File: src/rtl/mips32_instr_sequencer.sv
// mips32_instr_sequencer
//   Runs a small stored program of 32-bit R-type instructions through the
//   single-cycle mips32 datapath. Each instruction is held on `instruction`
//   for SETTLE cycles, then `dp_result` is captured and emitted as a tagged
//   result. A `done` pulse marks the end of the run.
//
// Ports
//   clk, rst            clock (rising edge), async active-high reset
//   load_en/addr/data   program write port, ignored while busy
//   prog_len, start     run request (prog_len sampled with start while idle)
//   hold                freezes issue and capture during a run
//   busy, done, error   run status; done/error are one-cycle pulses
//   instruction         registered instruction driven to the datapath
//   dp_result           combinational datapath result
//   res_valid/data/index captured result stream
module mips32_instr_sequencer #(
    parameter int DEPTH  = 16,
    parameter int ADDR_W = 4,
    parameter int SETTLE = 1
) (
    input  logic              clk,
    input  logic              rst,
    input  logic              load_en,
    input  logic [ADDR_W-1:0] load_addr,
    input  logic [31:0]       load_data,
    input  logic [ADDR_W:0]   prog_len,
    input  logic              start,
    input  logic              hold,
    output logic              busy,
    output logic              done,
    output logic              error,
    output logic [31:0]       instruction,
    input  logic [31:0]       dp_result,
    output logic              res_valid,
    output logic [31:0]       res_data,
    output logic [ADDR_W-1:0] res_index
);

    typedef enum logic {IDLE, ISSUE} state_t;

    localparam logic [7:0]        CNT_LAST = 8'(SETTLE - 1);
    localparam logic [ADDR_W:0]   DEPTH_L  = (ADDR_W + 1)'(DEPTH);
    localparam logic [ADDR_W:0]   LEN_ONE  = 1;
    localparam logic [ADDR_W-1:0] PC_ONE   = 1;

    logic [31:0]       mem [DEPTH];
    state_t            state;
    logic [ADDR_W-1:0] pc;
    logic [ADDR_W-1:0] last_pc;   // len-1, kept instead of len so the end test is a plain compare
    logic [7:0]        cnt;
    logic [31:0]       first_instr;

    // A write to slot 0 in the same cycle as start must be seen by the run.
    assign first_instr = (load_en && load_addr == '0) ? load_data : mem[0];

    // Program storage: deliberately outside reset so a program survives rst.
    always_ff @(posedge clk) begin
        if (load_en && !busy)
            mem[load_addr] <= load_data;
    end

    always_ff @(posedge clk or posedge rst) begin
        if (rst) begin
            state       <= IDLE;
            busy        <= 1'b0;
            done        <= 1'b0;
            error       <= 1'b0;
            res_valid   <= 1'b0;
            instruction <= '0;
            res_data    <= '0;
            res_index   <= '0;
            pc          <= '0;
            last_pc     <= '0;
            cnt         <= '0;
        end else begin
            done      <= 1'b0;
            error     <= 1'b0;
            res_valid <= 1'b0;
            case (state)
                IDLE: begin
                    if (start) begin
                        if (prog_len > DEPTH_L) begin
                            error <= 1'b1;
                        end else if (prog_len == '0) begin
                            done <= 1'b1;
                        end else begin
                            last_pc     <= ADDR_W'(prog_len - LEN_ONE);
                            pc          <= '0;
                            cnt         <= '0;
                            instruction <= first_instr;
                            busy        <= 1'b1;
                            state       <= ISSUE;
                        end
                    end
                end
                ISSUE: begin
                    if (!hold) begin
                        if (cnt != CNT_LAST) begin
                            cnt <= cnt + 8'd1;
                        end else begin
                            res_data  <= dp_result;
                            res_index <= pc;
                            res_valid <= 1'b1;
                            cnt       <= '0;
                            if (pc == last_pc) begin
                                done        <= 1'b1;
                                busy        <= 1'b0;
                                instruction <= '0;
                                state       <= IDLE;
                            end else begin
                                pc          <= pc + PC_ONE;
                                instruction <= mem[pc + PC_ONE];
                            end
                        end
                    end
                end
                default: state <= IDLE;
            endcase
        end
    end

endmodule

File: config.mk
export PLATFORM = sky130hd
export DESIGN_NAME = mips32_instr_sequencer
export DESIGN_NICKNAME = d
export VERILOG_FILES = /design/src/rtl/mips32_instr_sequencer.sv
export SDC_FILE = /design/constraint.sdc
export NUM_CORES = 1
export LEC_CHECK = 0
export BUFFER_PORTS_ARGS = -buffer_cell sky130_fd_sc_hd__buf_4
export CAP_MARGIN = 20
export CORE_ASPECT_RATIO = 1.1
export CORE_MARGIN = 4
export CORE_UTILIZATION = 45
export CTS_BUF_LIST = sky130_fd_sc_hd__clkbuf_4
export DETAILED_ROUTE_END_ITERATION = 6
export GPL_ROUTABILITY_DRIVEN = 0
export PLACE_DENSITY_LB_ADDON = 0.12
export SYNTH_ARGS = -nofsm -noshare
export SYNTH_HDL_FRONTEND = slang
export SYNTH_SLANG_ARGS = --single-unit
File: constraint.sdc
create_clock -name clk -period 3.5 [get_ports clk]
set_input_delay 0.35 -clock clk [delete_from_list [all_inputs] [get_ports clk]]
set_output_delay 0.35 -clock clk [all_outputs]
set_load 0.03 [all_outputs]
==> results of run 1 <==
-- worst min-delay path: stages --
cell and delay (ns):
dlygate4sd3_1 0.52, buf_4 0.10, nand2_1 0.04, nand2_1 0.05
-- Yosys cell counts, drive strengths merged (2+ instances only) --
cell | count | area (µm²)
edfxtp | 512 | 15400
nand2 | 192 | 721
mux4 | 128 | 2880
dfrtp | 89 | 2230
mux2i | 55 | 551
buf | 50 | 349
a21oi | 25 | 125
o221ai | 23 | 201
o22a | 23 | 201
nor2 | 22 | 90.1
clkbuf | 17 | 65.1
xnor2 | 11 | 115
a21o | 10 | 75.1
o211ai | 10 | 75.1
o21ai | 10 | 50.1
a22oi | 9 | 67.6
inv | 9 | 33.8
mux2 | 9 | 101
nor3 | 7 | 35.0
ha | 6 | 75.1
nand3 | 6 | 42.5
xor2 | 5 | 43.8
and3 | 4 | 25.0
nand2b | 3 | 18.8
nand4 | 3 | 25.0
nor2b | 2 | 12.5
nor4b | 2 | 38.8
-- layout make-up --
| cell class | instances | area (µm²) |
|---|---|---|
| timing repair buffer | 284 | 2510 |
| inverter | 9 | 36.3 |
| clock buffer | 229 | 1720 |
| clock inverter | 44 | 368 |
| antenna | 1 | 2.50 |
| sequential | 601 | 17600 |
| tap | 667 | 835 |
| fill | 4026 | 22800 |
| multi-input combinational | 576 | 5830 |
-- registers in the layout, summed over array words and instances, names as in the netlist --
| name | count |
|---|---|
| busy | 1 |
| instruction | 32 |
| state | 1 |
| pc | 4 |
| cnt | 8 |
| res_data | 32 |
| last_pc | 4 |
| mem | 512 |
| res_valid | 1 |
| res_index | 4 |
| error | 1 |
| done | 1 |
-- cell families (layout without fill, tap and decap cells) --
family                   after synthesis  in the layout  synth area share
flip-flops                           601            601             0.742
AND/OR/NAND/NOR                      248            248            0.0452
multiplexers                         192            192             0.149
AO/OA/AOI/OAI                        114            114            0.0350
buffers and inverters                 76            566            0.0189
XOR/XNOR                              16             16           0.00670
adder cells (fa/ha/maj)                6              6           0.00316
other                                  0              1                 0
-- how the worst max path moves through the flow --
stage	end	startpoint	slack, ns
after floorplan	mem[3][0]	busy	0.04
after global placement	instruction[21]	pc[0]	0.85
after detailed placement	instruction[19]	pc[0]	0.81
after CTS	instruction[21]	pc[0]	0.76
after global routing	instruction[31]	pc[0]	0.66
final	instruction[31]	pc[0]	0.79
-- per-stage QoR --
stage | cell area (µm²) | util
2_1_floorplan | 23700 | -
3_3_place_gp | 26000 | 0.503
3_5_place_dp | 26000 | 0.503
4_1_cts | 28900 | 0.559
5_1_grt | 28900 | 0.559
6_report | 28900 | 0.559
-- layer usage --
layer  part of all wire  global-route usage  vias up
li1                   -                   -     5836
met1               0.43               0.288     6850
met2               0.49               0.328      439
met3              0.061              0.0516       71
met4              0.018              0.0644        0
met5                  0                   0        -
-- power groups by stage --
| stage | Clock, mW | Combinational (mW) | Sequential (mW) |
|---|---|---|---|
| after floorplan | 0 | 4.57 | 9.50 |
| after global placement | 0 | 7.53 | 8.91 |
| after detailed placement | 0 | 7.61 | 8.91 |
| after CTS | 6.50 | 7.71 | 8.77 |
| after global routing | 6.92 | 8.20 | 8.81 |
| final | 6.31 | 7.60 | 8.75 |
-- cells in the final DEF (no fill, tap or decap), drive strengths merged, types with 9 or more instances in the layout --
cell type    instances
a21o                10
a21oi               25
a22oi                9
buf                201
clkbuf             229
clkinv              31
dfrtp               89
dlygate4sd3         83
edfxtp             512
inv                 13
mux2                 9
mux2i               55
mux4               128
nand2              192
nor2                22
o211ai              10
o21ai               10
o221ai              23
o22a                23
xnor2               11
-- repair_timing --
item	CTS	global route
setup endpoints to repair	0	0
gates resized for setup	0	0
hold buffers	83	0
endpoints found under the hold margin	712	0
==> impl_metrics.ini, run 1 <==
[status]
status = complete, no violations

[yosys]
synth-main-ff-cell = edfxtp_1
ys_ff_latch = 601
yosys_warnings = 0
syn_avg_cell_area_um2 = 18.9
ys_seq_area_frac = 0.742
synthArstFlopShare = 0.148
synth_edf_count = 512
syn-cell-area_mm2 = 0.0237
synthDistinctLibCells = 47
synth_fp_nets = 1337
synth_cells = 1253

[drt]
drc = 0
first_pass_iters = 5
avgViaCountPerCell = 5.47
wl_per_cell_um = 23.8
drt_iter0_drc = 936
ant_nets = 0
dr_total_vias = 13200
routed_wl_mm = 57.3

[place]
dp.cells = 2054
dpl_worst_slack_ns = 0.812
dp_hpwl_mm = 32.1
portBuffers = 149

[critical_path]
worstPathRequired_ns = 4.30
worstPathCellList = ha_4, buf_12, mux4_2, mux2i_1, o221ai_1, o22a_1
crit-reg2reg-capture = instruction[31]
cp.arrival_ns = 3.51
reg2reg_from = pc[0]
r2r_cells = 6
critPathLaunchType = register
cp_top_family = multiplexers
crit_slowest_cell = dfrtp_4
r2r_slack_ns = 0.79
endpoint_kind = register
critical_path_depth = 6
critPathKind = register to register
crit_fanout = 21
path_buf_inv = 1
cpPeakStageDelay_ns = 0.64

[clock_network]
post-cts-setup-buffer-count = 0
cts.sinks = 601
htreeDepth = 4
clock_latency_ns = 0.95
numCtsBuffers = 153
cts_tree = yes
path_clk_slew_ns = 0.06
cts-root-buf = clkbuf_4
cts-root-to-sink-buffers = 3

[power_and_ir_drop]
comb_power_share = 0.335
p_sw_frac = 0.327
clkPwrFrac = 0.278
switchingPower_mw = 7.42
p_per_area_mw_per_mm2 = 784
pwr-share-seq = 0.386
p_leak_nw = 10.2
ir_drop_mv = 0.409
internal_power_mw = 15.2
power_mw = 22.7

[timing]
slew_headroom = 0.511
timing.hold.ws_ns = 0.145
finalWorstSetupSlack_ns = 0.792
max_freq_ghz = 0.369
skew_ns = 0.0363
fin_setup_tns_ns = 0
finalSetupViolCount = 0
finalCritPeriodShare = 0.774
hold_violations = 0
tightest_slew_ns = 0.731
drv_slew = 0
rsz0062_at_grt = false
period_minus_slack_ns = 2.71

[finish]
drive_gt1_frac = 0.353
area_growth_pct = 21.9
layout.nets = 1709
finalNonFillerCells = 2411

[grt]
overflow = 0
antenna_found_initial = 1
grt_util_all_layers = 0.208
grt_pass1_wl_mm = 87.3
grt_start_max_net_pins = 61
grt_pass1_vias = 14100

[die]
start_util = 0.459
row_count = 87
die_w_um = 227
num_io_pins = 150
core_mm2 = 0.0517
die_y_um = 249
die_area_mm2 = 0.0565

[min_path]
hold_depth = 4
hp-class = input port to register
min_to = res_data[20]
hp-start = dp_result[20]

[job]
maxCapViolations = 0
(Power assumes the default switching activity.)
==> inputs of run 2 (changes only) <==
==> constraint.sdc (replaced) <==
create_clock -name clk -period 2.2 [get_ports clk]
set_input_delay 0.22 -clock clk [delete_from_list [all_inputs] [get_ports clk]]
set_output_delay 0.22 -clock clk [all_outputs]
set_load 0.03 [all_outputs]
==> impl_metrics.ini, run 2 (synthesis results as in run 1) <==
[place]
dp.cells = 2092
dp_hpwl_mm = 32.9
portBuffers = 149

[timing]
period_minus_slack_ns = 2.19
hold_violations = 0
drv_slew = 0
slew_headroom = 0.650
finalCritPeriodShare = 0.996
max_freq_ghz = 0.456
tightest_slew_ns = 0.525
skew_ns = 0.0465
rsz0062_at_grt = true
finalSetupViolCount = 0

[critical_path]
reg2reg_from = pc[0]
crit_slowest_cell = dfrtp_4
critPathLaunchType = register
crit_start = pc[0]
worstPathCellList = ha_4, buf_12, mux4_2, mux2i_1, o221ai_1, o22a_1
cpPeakStageDelay_ns = 0.51
endpoint_kind = register
crit_fanout = 18
worstPathRequired_ns = 3.02
cp.arrival_ns = 3.01
critPathKind = register to register
path_buf_inv = 1
cp_top_family = multiplexers

[drt]
ant_nets = 0
drc = 0
avgViaCountPerCell = 5.42
routed_wl_mm = 60.3
dr_total_vias = 13700
first_pass_iters = 5
wl_per_cell_um = 23.8
drt_iter0_drc = 1052

[finish]
drive_gt1_frac = 0.357
regArea_mm2 = 0.0176
top_regs = mem: 512 flops, instruction: 32 flops, res_data: 32 flops
layout_common_cells = edfxtp_1, clkbuf_4, buf_4, nand2_1, dlygate4sd3_1
largest_register_ff_count = 512
fill_cells = 3979
mostFrequentLayoutCell = edfxtp_1
utilization = 0.582
max_flop_register = mem
finalNonFillerCells = 2530
area_growth_pct = 26.9
multiInputGateArea_mm2 = 0.00585
layout.nets = 1814

[clock_network]
cts-root-buf = clkbuf_4
cts_tree = yes
htreeDepth = 4
cts-root-to-sink-buffers = 3
numCtsBuffers = 155
cts.sinks = 601
clock_latency_ns = 0.97
path_clk_slew_ns = 0.07

[grt]
grt_util_all_layers = 0.217
grt_start_max_net_pins = 40
grt_pass1_wl_mm = 90.2
grt_pass1_vias = 14500
overflow = 0
antenna_found_initial = 2

[die]
start_util = 0.459
die_area_mm2 = 0.0565
die_y_um = 249
num_io_pins = 150
row_count = 87
die_w_um = 227
core_mm2 = 0.0517

[power_and_ir_drop]
p_sw_frac = 0.331
clkPwrFrac = 0.258
p_leak_nw = 10.8
switchingPower_mw = 12.2
internal_power_mw = 24.6
pwr-share-seq = 0.376
comb_power_share = 0.365
ir_drop_mv = 0.615
power_mw = 36.8
p_per_area_mw_per_mm2 = 1220

[job]
maxCapViolations = 0

[status]
status = complete, no violations

[min_path]
hp-start = load_data[27]
hp-class = input port to register
==> run 2: cell count changes in the layout (fill, tap and decap cells not counted), moves of 2 or more <==
cell	change
dlygate4sd3_1	+55
buf_12	+22
buf_4	+20
clkinv_1	+17
bufinv_16	-5
buf_16	+3
buf_6	+3
clkinvlp_4	+3
inv_2	+3
clkbuf_4	-2
nand2_1	-2
nand2_2	+2
==> run 2: repair_timing <==
action / in CTS / in global routing
endpoints found under the hold margin: 859 / 0
pin swaps: 0 / 4
hold buffers: 138 / 0
endpoints found under the setup margin: 7 / 32
resized for setup: 0 / 9
setup buffers: 3 / 7
==> run 2: power groups by stage <==
stage | Sequential, mW | Combinational (mW) | Clock, mW
after floorplan | 15.1 | 7.28 | 0
after global placement | 14.1 | 12.9 | 0
after detailed placement | 14.1 | 13.0 | 0
after CTS | 13.9 | 13.3 | 9.84
after global routing | 13.9 | 14.4 | 10.5
final | 13.9 | 13.5 | 9.51
==> run 2: layout make-up <==
cell class / instances / share of cell area
repair buffers: 387 / 0.125
flip-flops and latches: 601 / 0.585
clock inverters: 61 / 0.0101
multi-input cells: 576 / 0.194
clock buffers: 227 / 0.0566
inverters: 9 / 0.00125
diodes: 2 / 0.000166
well taps: 667 / 0.0277
==> run 2: worst paths after layout <==
check / end / slack (ns) / depth (start not counted)
min: mem[13][27] / 0.12 / 2
max: instruction[21] / 0.009 / 6
max reg2reg: instruction[21] / 0.009 / 6
max in group asynchronous: cnt[2] / 1.09 / 5
min in group asynchronous: instruction[19] / 0.45 / 4
min reg2reg: res_data[27] / 0.48 / 2
==> run 2: metal layers <==
layer | part of all wire | GRT usage | vias to the layer above | wire length, µm
met1 | 0.44 | 0.303 | 7109 | 26400
met4 | 0.015 | 0.0656 | 0 | 901
met3 | 0.060 | 0.0516 | 73 | 3600
li1 | - | - | 6094 | -
met2 | 0.49 | 0.344 | 446 | 29400
met5 | 0 | 0 | - | 0
==> run 2: metrics by stage <==
step | TNS (ns) | hold slack [ns] | instance area, µm² | setup slack [ns]
after floorplan | -144.44 | 0.319 | 23800 | -0.482
after global placement | -2.98 | 0.296 | 26600 | -0.114
after detailed placement | -4.47 | 0.300 | 26600 | -0.163
after CTS | -0.0157 | 0.00333 | 30000 | -0.00904
after global routing | -1.28 | 0.0474 | 30100 | -0.0981
final | 0 | 0.122 | 30100 | 0.00899
==> inputs of run 3 (changes only) <==
--- a/config.mk
+++ b/config.mk
@@ -5,8 +5,11 @@
 export SDC_FILE = /design/constraint.sdc
 export NUM_CORES = 1
 export LEC_CHECK = 0
+export ABC_AREA = 1
 export BUFFER_PORTS_ARGS = -buffer_cell sky130_fd_sc_hd__buf_4
 export CAP_MARGIN = 20
+export CELL_PAD_IN_SITES_DETAIL_PLACEMENT = 0
+export CELL_PAD_IN_SITES_GLOBAL_PLACEMENT = 1
 export CORE_ASPECT_RATIO = 1.1
 export CORE_MARGIN = 4
 export CORE_UTILIZATION = 45
==> impl_metrics.ini, run 3 <==
[yosys]
netlist.area_leader.share = 0.619
ys_seq_area_frac = 0.709
synthTopCellsByCount = nand2_1, edfxtp_1, nand3_1, nor2_1, o21ai_0
synth_fp_nets = 2319
synth_cells = 2235
synth_area_leaders = edfxtp_1, nand2_1, dfrtp_1
syn_avg_cell_area_um2 = 11.1
synth_edf_count = 512
yosysMostFrequentCell = nand2_1
synthDistinctLibCells = 33
syn-cell-area_mm2 = 0.0248
synthArstFlopShare = 0.148
ys_ff_latch = 601
yosys_warnings = 0
synth-main-ff-cell = edfxtp_1
synth_top_cell_by_area = edfxtp_1

[grt]
grt_pass1_wl_mm = 107
grt_pass1_vias = 18000
overflow = 0
antenna_found_initial = 2
grt_util_all_layers = 0.241
grt_start_max_net_pins = 90

[die]
start_util = 0.454
core_mm2 = 0.0547
die_w_um = 232
num_io_pins = 150
row_count = 90
die_area_mm2 = 0.0590
die_y_um = 254

[timing]
period_minus_slack_ns = 2.05
slew_headroom = 0.545
max_freq_ghz = 0.489
hold_violations = 0
skew_ns = 0.0366
finalCritPeriodShare = 0.930
timing.hold.ws_ns = 0.121
tightest_slew_ns = 0.681
finalWorstSetupSlack_ns = 0.154
finalSetupViolCount = 0
drv_slew = 0

[finish]
mostFrequentLayoutCell = nand2_1
layout_common_cells = nand2_1, edfxtp_1, nand3_1, clkbuf_4, buf_4
top_regs = mem: 512 flops, instruction: 32 flops, res_data: 32 flops
utilization = 0.565
largest_register_ff_count = 512
layout.nets = 2705
max_flop_register = mem
area_growth_pct = 24.5
drive_gt1_frac = 0.188
fill_cells = 4705

[critical_path]
crit_fanout = 25
crit_start = pc[0]
critPathKind = register to register
worstPathRequired_ns = 3.06
critPathLaunchType = register
r2r_cells = 8
r2r_slack_ns = 0.15
cp_top_family = flip-flops
cp.arrival_ns = 2.91
crit_slowest_cell = dfrtp_4
crit-reg2reg-capture = instruction[1]
worstPathCellList = ha_4, inv_4, buf_4, nor2_1, o21ai_0, nand3_1, a21oi_1, o21bai_1
endpoint_kind = register
path_buf_inv = 2
cpPeakStageDelay_ns = 0.51
reg2reg_from = pc[0]

[place]
dp_hpwl_mm = 39.9
portBuffers = 149
dpl_worst_slack_ns = 0.128

[drt]
drt_iter0_drc = 1357
wl_per_cell_um = 20.3
avgViaCountPerCell = 5.18
ant_nets = 0
routed_wl_mm = 70.4
first_pass_iters = 5
drc = 0
dr_total_vias = 18000

[clock_network]
htreeDepth = 4
cts.sinks = 601
clock_latency_ns = 0.98
cts-root-buf = clkbuf_4
post-cts-setup-buffer-count = 0
numCtsBuffers = 153
cts_tree = yes
path_clk_slew_ns = 0.07
cts-root-to-sink-buffers = 3

[job]
maxCapViolations = 0

[power_and_ir_drop]
ir_drop_mv = 0.859
p_leak_nw = 12.2
p_per_area_mw_per_mm2 = 1310

[status]
status = complete, no violations

[min_path]
hold_depth = 2
min_to = mem[5][12]
hp-class = input port to register
hp-start = load_data[12]
-- run 3: repair_timing --
item / in CTS / in global routing
hold endpoints to repair: 885 / 0
gates resized for setup: 0 / 1
endpoints found under the setup margin: 0 / 10
hold buffers: 133 / 0
-- run 3: worst max path at each step --
| stage | end | slack, ns | cells past startpoint |
|---|---|---|---|
| 2_1_floorplan | mem[11][0] | -0.46 | 3 |
| 3_3_place_gp | instruction[1] | 0.18 | 8 |
| 4_1_cts | busy | 0.1 | 1 |
| 5_1_grt | instruction[10] | -0.0008 | 8 |
| 6_report | instruction[1] | 0.15 | 8 |
| 3_5_place_dp | instruction[15] | 0.13 | 8 |
-- run 3: logic make-up (layout without fill, tap and decap cells) --
logic type,Yosys count,after routing,share of synthesized area
AOI/OAI and AO/OA,221,221,0.0474
xor gates and xnor gates,8,8,0.00343
adders and majority gates,6,6,0.00302
buffers and inverters,195,694,0.0385
DFF,601,601,0.709
other,0,6,0
and+or+nand+nor,1204,1204,0.199
-- run 3: final cells by class --
| type | instances | area (µm²) | area share |
|---|---|---|---|
| Antenna cell | 6 | 15.0 | 0.000485 |
| Clock buffer | 234 | 1760 | 0.0568 |
| Clock inverter | 34 | 372 | 0.0120 |
| Inverter | 66 | 263 | 0.00849 |
| Multi-Input combinational cell | 1439 | 6440 | 0.208 |
| Sequential cell | 601 | 17600 | 0.569 |
| Tap cell | 736 | 921 | 0.0298 |
| Timing Repair Buffer | 360 | 3560 | 0.115 |
-- run 3: routing by layer --
layer  vias up  wire [µm]  GRT usage
li1       8557          -          -
met1      8742      31700      0.338
met2       626      32900      0.383
met3        75       4700     0.0525
met4         0       1050     0.0697
met5         -          0          0
-- run 3: through the flow --
| stage | total power [mW] | setup TNS (ns) | cell area, µm² | instances |
|---|---|---|---|---|
| 2_1_floorplan | 24.2 | -177.11 | 24900 | 2235 |
| 3_3_place_gp | 30.0 | 0 | 27500 | 3069 |
| 3_5_place_dp | 30.2 | 0 | 27500 | 3069 |
| 4_1_cts | 40.9 | 0 | 30900 | 3470 |
| 5_1_grt | 43.1 | -0.000798 | 30900 | 3476 |
| 6_report | 40.4 | 0 | 30900 | 3476 |
-- run 3: power by group --
part	switching, mW	internal, mW	total [mW]	leakage, nW
clock network	4.43	5.88	10.3	1.26
logic	10.6	5.56	16.2	5.22
registers	0.694	13.3	14.0	5.71
total	15.8	24.7	40.4	12.2
